$ cat config.mk
export PLATFORM = sky130hd
export DESIGN_NAME = dsp_tap_delay
export DESIGN_NICKNAME = d
export VERILOG_FILES = /design/src/rtl/dsp_tap_delay.sv
export SDC_FILE = /design/constraint.sdc
export NUM_CORES = 1
export LEC_CHECK = 0
export CORE_UTILIZATION = 60
export CTS_CLUSTER_SIZE = 12
export DETAILED_ROUTE_END_ITERATION = 16
export DONT_BUFFER_PORTS = 1
export GPL_ROUTABILITY_DRIVEN = 1
export GPL_TIMING_DRIVEN = 0
export PLACE_DENSITY = 0.81
export SLEW_MARGIN = 20
export SYNTH_ARGS = -nofsm -noshare
export SYNTH_HDL_FRONTEND = slang
export SYNTH_SLANG_ARGS = --single-unit
export TNS_END_PERCENT = 20
$ cat constraint.sdc
create_clock -name clk -period 13.9 [get_ports clk]
set_input_delay 1.39 -clock clk [delete_from_list [all_inputs] [get_ports clk]]
set_output_delay 1.39 -clock clk [all_outputs]
set_load 0.01 [all_outputs]
$ cat src/rtl/dsp_tap_delay.sv
// Multi-channel delay line: DEPTH register stages with a runtime tap select (0 = bypass, k = k-edge delay).
// Advances only on ce edges (ce low is a stall); clr takes priority and discards the input on that edge.
module dsp_tap_delay #(
  parameter int WIDTH = 18,
  parameter int CH    = 2,
  parameter int DEPTH = 4,
  parameter int TW    = $clog2(DEPTH+1)
) (
  input  logic                clk,
  input  logic                rst,
  input  logic                ce,
  input  logic                clr,
  input  logic [TW-1:0]       tap,
  input  logic                in_valid,
  input  logic [CH*WIDTH-1:0] in_data,
  output logic                out_valid,
  output logic [CH*WIDTH-1:0] out_data,
  output logic [TW-1:0]       occupancy,
  output logic                full
);

  localparam int DW = CH * WIDTH;

  logic [DW-1:0]  r_stage [1:DEPTH];
  logic [DEPTH:1] r_vld;
  logic [TW-1:0]  r_occ;
  logic           r_full;

  logic [TW-1:0]  w_eff_tap;
  logic [TW-1:0]  w_occ_next;
  logic [TW-1:0]  w_in_inc;
  logic [TW-1:0]  w_out_dec;

  // Occupancy counts valids entering stage 1 minus the valid leaving the last stage.
  assign w_in_inc   = {{(TW-1){1'b0}}, in_valid};
  assign w_out_dec  = {{(TW-1){1'b0}}, r_vld[DEPTH]};
  assign w_occ_next = r_occ + w_in_inc - w_out_dec;

  always_ff @(posedge clk or posedge rst) begin
    if (rst) begin
      for (int k = 1; k <= DEPTH; k++) r_stage[k] <= '0;
      r_vld  <= '0;
      r_occ  <= '0;
      r_full <= 1'b0;
    end else if (clr) begin
      for (int k = 1; k <= DEPTH; k++) r_stage[k] <= '0;
      r_vld  <= '0;
      r_occ  <= '0;
      r_full <= 1'b0;
    end else if (ce) begin
      r_stage[1] <= in_data;
      r_vld[1]   <= in_valid;
      for (int k = 2; k <= DEPTH; k++) begin
        r_stage[k] <= r_stage[k-1];
        r_vld[k]   <= r_vld[k-1];
      end
      r_occ  <= w_occ_next;
      r_full <= (w_occ_next == TW'(DEPTH));
    end
  end

  assign w_eff_tap = (tap > TW'(DEPTH)) ? TW'(DEPTH) : tap;

  always_comb begin
    out_data  = in_data;
    out_valid = in_valid;
    for (int k = 1; k <= DEPTH; k++) begin
      if (w_eff_tap == TW'(k)) begin
        out_data  = r_stage[k];
        out_valid = r_vld[k];
      end
    end
  end

  assign occupancy = r_occ;
  assign full      = r_full;

endmodule

==> impl_metrics.py, run 1 <==
metrics = {
    "sta": {
        "worstMarginPinSlew_ns": 0.7702,
        "finalCritPeriodShare_pct": 31.24,
        "hold_violations": 0,
        "relSlewSlack_pct": 48.65,
        "hold_ws_ns": 0.5127,
        "finalClockSkew_ns": 0.01014,
        "max_freq_ghz": 0.2303,
        "fin_crit_ns": 4.343,
        "setup_viol": 0,
        "fin_tns_setup_ns": 0,
        "drv_slew": 0,
        "rsz0062_at_grt": "no",
    },
    "global_routing": {
        "antenna_found_initial": 0,
        "grt_pass1_vias": 5118,
        "grt.total_usage_pct": 28.19,
        "grt_max_degree": 86,
        "grt_pass1_wl_um": 27000,
        "grt_overflow_total": 0,
    },
    "floorplanning": {
        "ios": 85,
        "core-area_um2": 12110,
        "fp-row-count": 40,
        "die_h_um": 114.0,
        "die_w_um": 114.0,
        "die_area_um2": 13000,
        "start_util_pct": 62.16,
    },
    "route": {
        "drt_first_pass_iters": 4,
        "remaining_drc_errors": 0,
        "first_iter_violations": 292,
        "viasPerCell": 6.001,
        "routed-via-count": 4747,
        "wirelength_um": 16930,
        "ant_nets": 0,
        "wire_per_inst_um": 21.40,
    },
    "pwr": {
        "power_leakage_nw": 4.185,
        "power_frac_seq_pct": 45.2,
        "p_switching_mw": 0.2552,
        "power_density_nw_per_um2": 123.0,
        "p_total_mw": 1.030,
        "p_sw_share_pct": 24.77,
        "p_int_mw": 0.7750,
        "p_clk_share_pct": 44.9,
        "combPwrFrac_pct": 9.9,
        "worst_ir_drop_vdd_mv": 0.1028,
    },
    "logic_synthesis": {
        "syn_area_um2": 7528,
        "syn_avg_cell_area_um2": 12.76,
        "synth_area_leaders": "dfrtp_1, mux2i_1, mux4_2, nor2_1, mux2_2",
        "yosysUniqueCellTypes": 22,
        "synth_ff_type": "dfrtp_1",
        "yosys_warnings": 0,
        "yosys.area.top_type_share_pct": 50.52,
        "syn-num-nets": 637,
        "yosysMostFrequentCell": "dfrtp_1",
        "synth_top_cell_by_area": "dfrtp_1",
        "postSynthCellCount": 590,
        "synth-edff-count": 0,
        "synth-seq-cells": 152,
        "async_reset_ff_share_pct": 100.0,
        "ys_seq_area_share_pct": 50.52,
        "synth_common_cells": "dfrtp_1, mux2i_1, nor2_1",
    },
    "clock_network": {
        "cts_made_buffers": 17,
        "post_cts_buffers": 0,
        "clk_latency_ns": 0.43,
        "cts_root_buf": "clkbuf_16",
        "path_clk_slew_ns": 0.06,
        "holdBufCountCts": 0,
        "cts_sinks": 152,
        "htreeDepth": 4,
        "cts_buffer_depth": 2,
        "cts_resized": 0,
        "tritoncts": "built",
    },
    "critical_path": {
        "crit_start": "tap[1]",
        "r2r-start": "occupancy[0]",
        "crit_path_end": "out_data[27]",
        "crit_fanout": 10,
        "cp-start-kind": "input pin",
        "crit_type": "in2out",
        "r2r-end": "occupancy[2]",
        "reg2reg_depth": 9,
        "crit_arrival_ns": 2.95,
        "crit_required_ns": 12.51,
        "worstSetupEndpointType": "output port",
        "regToRegSetupSlack_ns": 11.73,
    },
    "final_layout": {
        "final_core_utilization_pct": 69.13,
        "multi_input_area_um2": 3451,
        "antennaDiodeCount": 0,
        "drive_above_1_share_pct": 20.06,
        "area_growth_pct": 11.22,
        "fillCellCount": 876,
        "final_area_um2": 8373,
        "final_nets": 657,
        "ff_latch_area_um2": 3804,
    },
    "outcome": {
        "outcome": "finished, final reports clean",
    },
    "placed_design": {
        "place_area_um2": 7774,
        "gp_congestion": 0.7894,
        "port_buffers": 0,
        "dp_hpwl_um": 10940,
    },
    "hold_path": {
        "hp-start": "r_stage[4]",
        "min_path_type": "reg2reg",
    },
    "flow_run": {
        "maxCapViolations": 0,
    },
}
## power groups by stage
stage	Clock (mW)	Combinational (mW)	Sequential (mW)
finish	0.463	0.102	0.466
global route	0.487	0.110	0.467
CTS	0.470	0.103	0.466
detailed placement	0	0.102	0.473
global placement	0	0.0987	0.472
floorplan	0	0.0802	0.470
## worst min-delay path by stage
| stage | to | slack, ns | depth (start not counted) |
|---|---|---|---|
| after detailed placement | r_stage[8] | 0.50 | 2 |
| after global routing | r_stage[13] | 0.53 | 2 |
| after global placement | r_stage[11] | 0.49 | 2 |
| after floorplan | r_stage[0] | 0.48 | 2 |
| final | r_stage[4] | 0.51 | 2 |
| after CTS | r_stage[8] | 0.52 | 2 |
## kinds of logic (layout without fill, tap and decap cells)
| logic type | count (synthesis) | count (layout) | synth area share, % |
|---|---|---|---|
| compound gates | 4 | 4 | 0.2658 |
| fa+ha+maj | 3 | 3 | 0.5983 |
| mux | 224 | 224 | 36.90 |
| xor+xnor | 1 | 1 | 0.1164 |
| flops | 152 | 152 | 50.52 |
| buf+inv | 51 | 84 | 3.640 |
| simple gates | 155 | 155 | 7.961 |
## sequential cells by signal, summed over array words and instances, names as in the netlist
register   flops
occupancy      3
full           1
r_stage      144
r_vld          4
## critical path: stages
cell	delay, ns
buf_2	0.23
clkbuf_1	0.59
mux4_2	0.41
mux2_2	0.32
## placed cells by master (no fill, tap or decap), drive strengths merged, types with 2 or more instances in the layout
| master | count |
|---|---|
| mux2i | 150 |
| clkinvlp | 4 |
| buf | 28 |
| bufinv | 2 |
| ha | 2 |
| a21oi | 3 |
| dfrtp | 152 |
| nor2 | 150 |
| mux2 | 37 |
| mux4 | 37 |
| inv | 8 |
| clkinv | 3 |
| clkbuf | 39 |
## per-stage QoR
| step | std cells | setup WS (ns) |
|---|---|---|
| floorplan | 590 | 8.417 |
| global placement | 758 | 6.973 |
| detailed placement | 759 | 9.565 |
| CTS | 791 | 9.569 |
| global route | 791 | 9.519 |
| finish | 791 | 9.557 |
## metal layers
metal / part of all wire (%) / vias to the layer above / track usage (%)
li1: - / 2123 / -
met1: 41 / 2462 / 34.90
met2: 50 / 135 / 46.91
met3: 6.5 / 27 / 8.077
met4: 1.7 / 0 / 11.26
met5: 0 / - / 0
## layout make-up
class,instances,area share (%)
Buffer,46,3.048
Clock buffer,20,5.454
Clock inverter,12,1.704
Inverter,5,0.3138
Multi-Input combinational cell,387,41.21
Sequential cell,152,45.43
Tap cell,168,2.510
Timing Repair Buffer,1,0.3288
(Power assumes the default switching activity.)
==> inputs of run 2 (changes only) <==
clock period = 4.4 ns   (was 13.9 ns; I/O delays follow)
==> run 2 against run 1 <==
Worst setup slack worse by 7.6 ns. Critical path depth unchanged. First-iteration DRC count grew 11%. Die area unchanged. Combinational power grew to 3.2 times the previous value. Global-route usage rose by 0.15 points. Non-clock buffer count is 5 higher. Register-to-register slack worse by 9.5 ns. Cell area up 0.99%. Core utilization rose by 0.68 points. Wire length increased by 0.27%. Clock skew shrank 0.0054 ns.
==> impl_metrics.py, run 2 (synthesis gave the netlist of run 1 again) <==
metrics = {
    "outcome": {
        "outcome": "finished, final reports clean",
    },
    "sta": {
        "hold_violations": 0,
        "fin_tns_setup_ns": 0,
        "drv_slew": 0,
        "relSlewSlack_pct": 52.11,
        "finalClockSkew_ns": 0.004782,
        "worstMarginPinSlew_ns": 0.7184,
        "setup_ws_ns": 1.998,
        "hold_ws_ns": 0.1751,
        "max_freq_ghz": 0.4162,
        "setup_viol": 0,
        "fin_crit_ns": 2.402,
        "finalCritPeriodShare_pct": 54.60,
        "rsz0062_at_grt": "no",
    },
    "global_routing": {
        "grt_max_degree": 33,
        "grt.total_usage_pct": 28.34,
        "grt_pass1_vias": 5130,
        "grt_overflow_total": 0,
        "grt_pass1_wl_um": 27010,
        "antenna_found_initial": 0,
    },
    "route": {
        "viasPerCell": 6.005,
        "wirelength_um": 16980,
        "first_iter_violations": 324,
        "drt_first_pass_iters": 4,
        "wire_per_inst_um": 21.38,
        "remaining_drc_errors": 0,
        "ant_nets": 0,
        "routed-via-count": 4768,
    },
    "clock_network": {
        "cts_buffer_depth": 2,
        "htreeDepth": 4,
        "cts_root_buf": "clkbuf_16",
        "cts_sinks": 152,
        "path_clk_slew_ns": 0.06,
        "cts_made_buffers": 17,
        "tritoncts": "built",
        "clk_latency_ns": 0.42,
    },
    "critical_path": {
        "r2r-end": "full",
        "crit_required_ns": 3.96,
        "reg2reg_depth": 9,
        "crit_type": "in2out",
        "crit_fanout": 10,
        "crit_arrival_ns": 1.96,
        "worstSetupEndpointType": "output port",
        "cp-start-kind": "input pin",
        "regToRegSetupSlack_ns": 2.22,
        "r2r-start": "occupancy[0]",
    },
    "hold_path": {
        "min_path_type": "in2reg",
        "holdPathEnd": "r_stage[128]",
        "holdPathStages": 2,
        "hp-start": "in_data[20]",
    },
    "final_layout": {
        "layout_common_cells": "dfrtp_1, mux2i_1, nor2_1",
        "largest_reg_flops": 144,
        "final_nets": 662,
        "ff_latch_area_um2": 3804,
        "multi_input_area_um2": 3451,
        "drive_above_1_share_pct": 20.13,
        "antennaDiodeCount": 0,
        "layout_commonest_cell": "dfrtp_1",
        "area_growth_pct": 12.32,
        "regMostFlops": "r_stage",
        "fillCellCount": 891,
        "stdcell_count": 794,
    },
    "placed_design": {
        "dp_cells": 763,
        "port_buffers": 0,
        "gp_congestion": 0.7980,
        "dp_slack_ns": 1.963,
        "dp_hpwl_um": 11080,
    },
    "flow_run": {
        "maxCapViolations": 0,
    },
    "floorplanning": {
        "die_area_um2": 13000,
        "fp-row-count": 40,
        "core-area_um2": 12110,
        "die_w_um": 114.0,
        "start_util_pct": 62.16,
        "die_h_um": 114.0,
        "ios": 85,
    },
    "pwr": {
        "power_leakage_nw": 4.233,
        "worst_ir_drop_vdd_mv": 0.3065,
        "power_density_nw_per_um2": 387.1,
    },
}
[run 2: what timing repair did]
item	CTS	global route
hold buffers	1	0
resized for setup	0	0
setup buffers	0	0
endpoints found under the setup margin	0	0
hold endpoints to repair	17	0
[run 2: final cells by class]
| cell class | count | area share, % |
|---|---|---|
| clock buffers | 22 | 5.608 |
| multi-input cells | 387 | 40.81 |
| plain buffers | 46 | 3.019 |
| well taps | 168 | 2.486 |
| repair buffers | 6 | 1.391 |
| flip-flops and latches | 152 | 44.98 |
| clock inverters | 8 | 1.435 |
| inverters | 5 | 0.2664 |
[run 2: critical path, cell delays in order]
cell and delay (ns):
buf_2 0.25, clkbuf_1 0.54, mux4_2 0.41, mux2_2 0.32
[run 2: how the worst max path moves through the flow]
stage	from	end	slack, ns	depth (start not counted)
after detailed placement	tap[1]	out_data[27]	1.96	4
after global routing	tap[1]	out_data[27]	1.93	4
after CTS	tap[1]	out_data[27]	1.96	4
after floorplan	rst	full	2.04	1
final	tap[1]	out_data[27]	2.00	4
after global placement	rst	r_stage[127]	1.33	1
[run 2: power by group]
part           switching, mW  internal (mW)
Combinational          0.185          0.146
Clock                  0.543          0.928
Sequential            0.0331           1.44
Total                  0.761           2.51
[run 2: stage by stage]
| stage | utilization (%) | total power, mW | instance area [um^2] |
|---|---|---|---|
| finish | 69.81 | 3.273 | 8456 |
| global route | 69.81 | 3.381 | 8456 |
| CTS | 69.81 | 3.300 | 8456 |
| detailed placement | 64.81 | 1.827 | 7850 |
| global placement | 63.93 | 1.805 | 7742 |
| floorplan | - | 1.739 | 7532 |
[run 2: layer usage]
metal / track usage (%) / share of wire (%)
met1: 35.40 / 42
met5: 0 / 0
met3: 8.236 / 6.0
met4: 9.697 / 1.9
met2: 47.52 / 50
==> inputs of run 3 (changes only) <==
clock period = 2.4 ns   (was 4.4 ns; I/O delays follow)
==> run 3 against run 2 <==
Critical endpoint is now full. Die area unchanged. Clock power up 84%. Sequential share of layout area shrank 1.8 points. Final cell count grew 4.4%. Cell area grew 4.1%. Clock skew up 0.00089 ns. Sequential cell count unchanged. First-iteration DRC count rose by 2.2%. Via count increased by 3.2%. Sequential power increased by 84%. Non-clock buffer count increased by 35. Register-to-register slack got worse by 2.0 ns.
==> impl_metrics.py, run 3 (synthesis gave the netlist of run 1 again) <==
metrics = {
    "placed_design": {
        "dp_hpwl_um": 11080,
        "gp_congestion": 0.7980,
        "dp_cells": 763,
        "port_buffers": 0,
    },
    "critical_path": {
        "cp.buffers_inverters": 3,
        "crit_fanout": 3,
        "critPathTopFamily": "adder cells",
        "max_stage_delay_ns": 0.54,
        "cp-start-kind": "register",
        "slowest_stage": "fa_1",
        "cpMostUsedCell": "inv_1",
        "crit_arrival_ns": 2.53,
        "crit_path_cell_trace": "inv_1, ha_1, inv_1, ha_1, inv_1, fa_1, nor4bb_1, mux2i_1, a21oi_1",
        "crit_type": "reg2reg",
        "worstSetupEndpointType": "register",
        "crit_required_ns": 2.75,
    },
    "sta": {
        "fin_crit_ns": 2.180,
        "hold_ws_ns": 0.01959,
        "drv_slew": 0,
        "finalClockSkew_ns": 0.005675,
        "finalCritPeriodShare_pct": 90.85,
        "setup_viol": 0,
        "relSlewSlack_pct": 52.82,
        "worstMarginPinSlew_ns": 0.7077,
        "hold_violations": 0,
        "rsz0062_at_grt": "no",
        "max_freq_ghz": 0.4586,
    },
    "clock_network": {
        "clk_latency_ns": 0.43,
        "cts_root_buf": "clkbuf_16",
        "tritoncts": "built",
        "cts_made_buffers": 17,
        "path_clk_slew_ns": 0.06,
        "cts_sinks": 152,
        "cts_resized": 0,
        "htreeDepth": 4,
        "cts_buffer_depth": 2,
    },
    "outcome": {
        "outcome": "finished, final reports clean",
    },
    "final_layout": {
        "drive_above_1_share_pct": 19.06,
        "layout_commonest_cell": "dfrtp_1",
        "layout_common_cells": "dfrtp_1, mux2i_1, nor2_1",
        "area_growth_pct": 16.97,
        "stdcell_count": 829,
        "final_nets": 697,
        "antennaDiodeCount": 0,
        "regMostFlops": "r_stage",
        "largest_reg_flops": 144,
    },
    "route": {
        "drt_first_pass_iters": 4,
        "ant_nets": 0,
        "wirelength_um": 17590,
        "viasPerCell": 5.936,
        "routed-via-count": 4921,
        "wire_per_inst_um": 21.22,
        "first_iter_violations": 331,
        "remaining_drc_errors": 0,
    },
    "floorplanning": {
        "core-area_um2": 12110,
        "die_area_um2": 13000,
        "fp-row-count": 40,
        "die_h_um": 114.0,
        "start_util_pct": 62.16,
        "die_w_um": 114.0,
        "ios": 85,
    },
    "hold_path": {
        "min_path_type": "in2reg",
    },
    "global_routing": {
        "grt_max_degree": 33,
        "antenna_found_initial": 0,
        "grt_pass1_vias": 5305,
        "grt_overflow_total": 0,
        "grt.total_usage_pct": 29.44,
        "grt_pass1_wl_um": 28080,
    },
    "pwr": {
        "power_density_nw_per_um2": 687.3,
        "worst_ir_drop_vdd_mv": 0.5619,
        "power_leakage_nw": 4.379,
    },
    "flow_run": {
        "maxCapViolations": 0,
    },
}
run 3: cell count changes in the layout (fill, tap and decap cells not counted):
cell           delta
dlygate4sd3_1    +35
run 3: final cells by class:
class                      count  area [um^2]
buffer                        46        255.2
clock buffer                  22        474.2
clock inverter                 8        121.4
fill                         845         3306
inverter                       5        22.52
multi-input combinational    387         3451
sequential                   152         3804
tap                          168        210.2
timing repair buffer          41        467.9
run 3: path summary, 6_finish.rpt:
check	from	to	slack [ns]	depth (start not counted)
setup reg to reg	occupancy[0]	full	0.22	9
setup / recovery	occupancy[0]	full	0.22	9
hold reg to reg	r_stage[35]	r_stage[35]	0.52	2
hold / removal	in_data[19]	r_stage[127]	0.02	2
max in group asynchronous	rst	r_stage[95]	0.98	6
min in group asynchronous	rst	r_stage[4]	0.31	2
run 3: layer usage:
| layer | wire length, um | GRT usage [%] | part of all wire (%) | vias to the layer above |
|---|---|---|---|---|
| met2 | 8966 | 49.21 | 51 | 131 |
| met1 | 7369 | 37.56 | 42 | 2576 |
| met5 | 0 | 0 | 0 | - |
| met4 | 278 | 9.870 | 1.6 | 0 |
| li1 | - | - | - | 2191 |
| met3 | 977 | 7.758 | 5.6 | 23 |
run 3: power by group:
part	internal (mW)	switching [mW]	total, mW
clock network	1.70	0.995	2.70
registers	2.64	0.0612	2.70
logic	0.305	0.352	0.657
run 3: through the flow:
step	power [mW]	instance area, um^2	TNS (ns)	utilization, %	setup WS, ns
after global placement	3.309	7742	-69.79	63.93	-0.4701
after CTS	6.098	8806	0	72.71	0.2159
after floorplan	3.189	7532	0	-	0.2431
after global routing	6.254	8806	0	72.71	0.009103
after detailed placement	3.350	7850	0	64.81	0.2293
final	6.052	8806	0	72.71	0.2196
run 3: what timing repair did:
action	4_1_cts	5_1_grt
hold buffers	36	0
hold endpoints to repair	52	0
buffers inserted	0	0
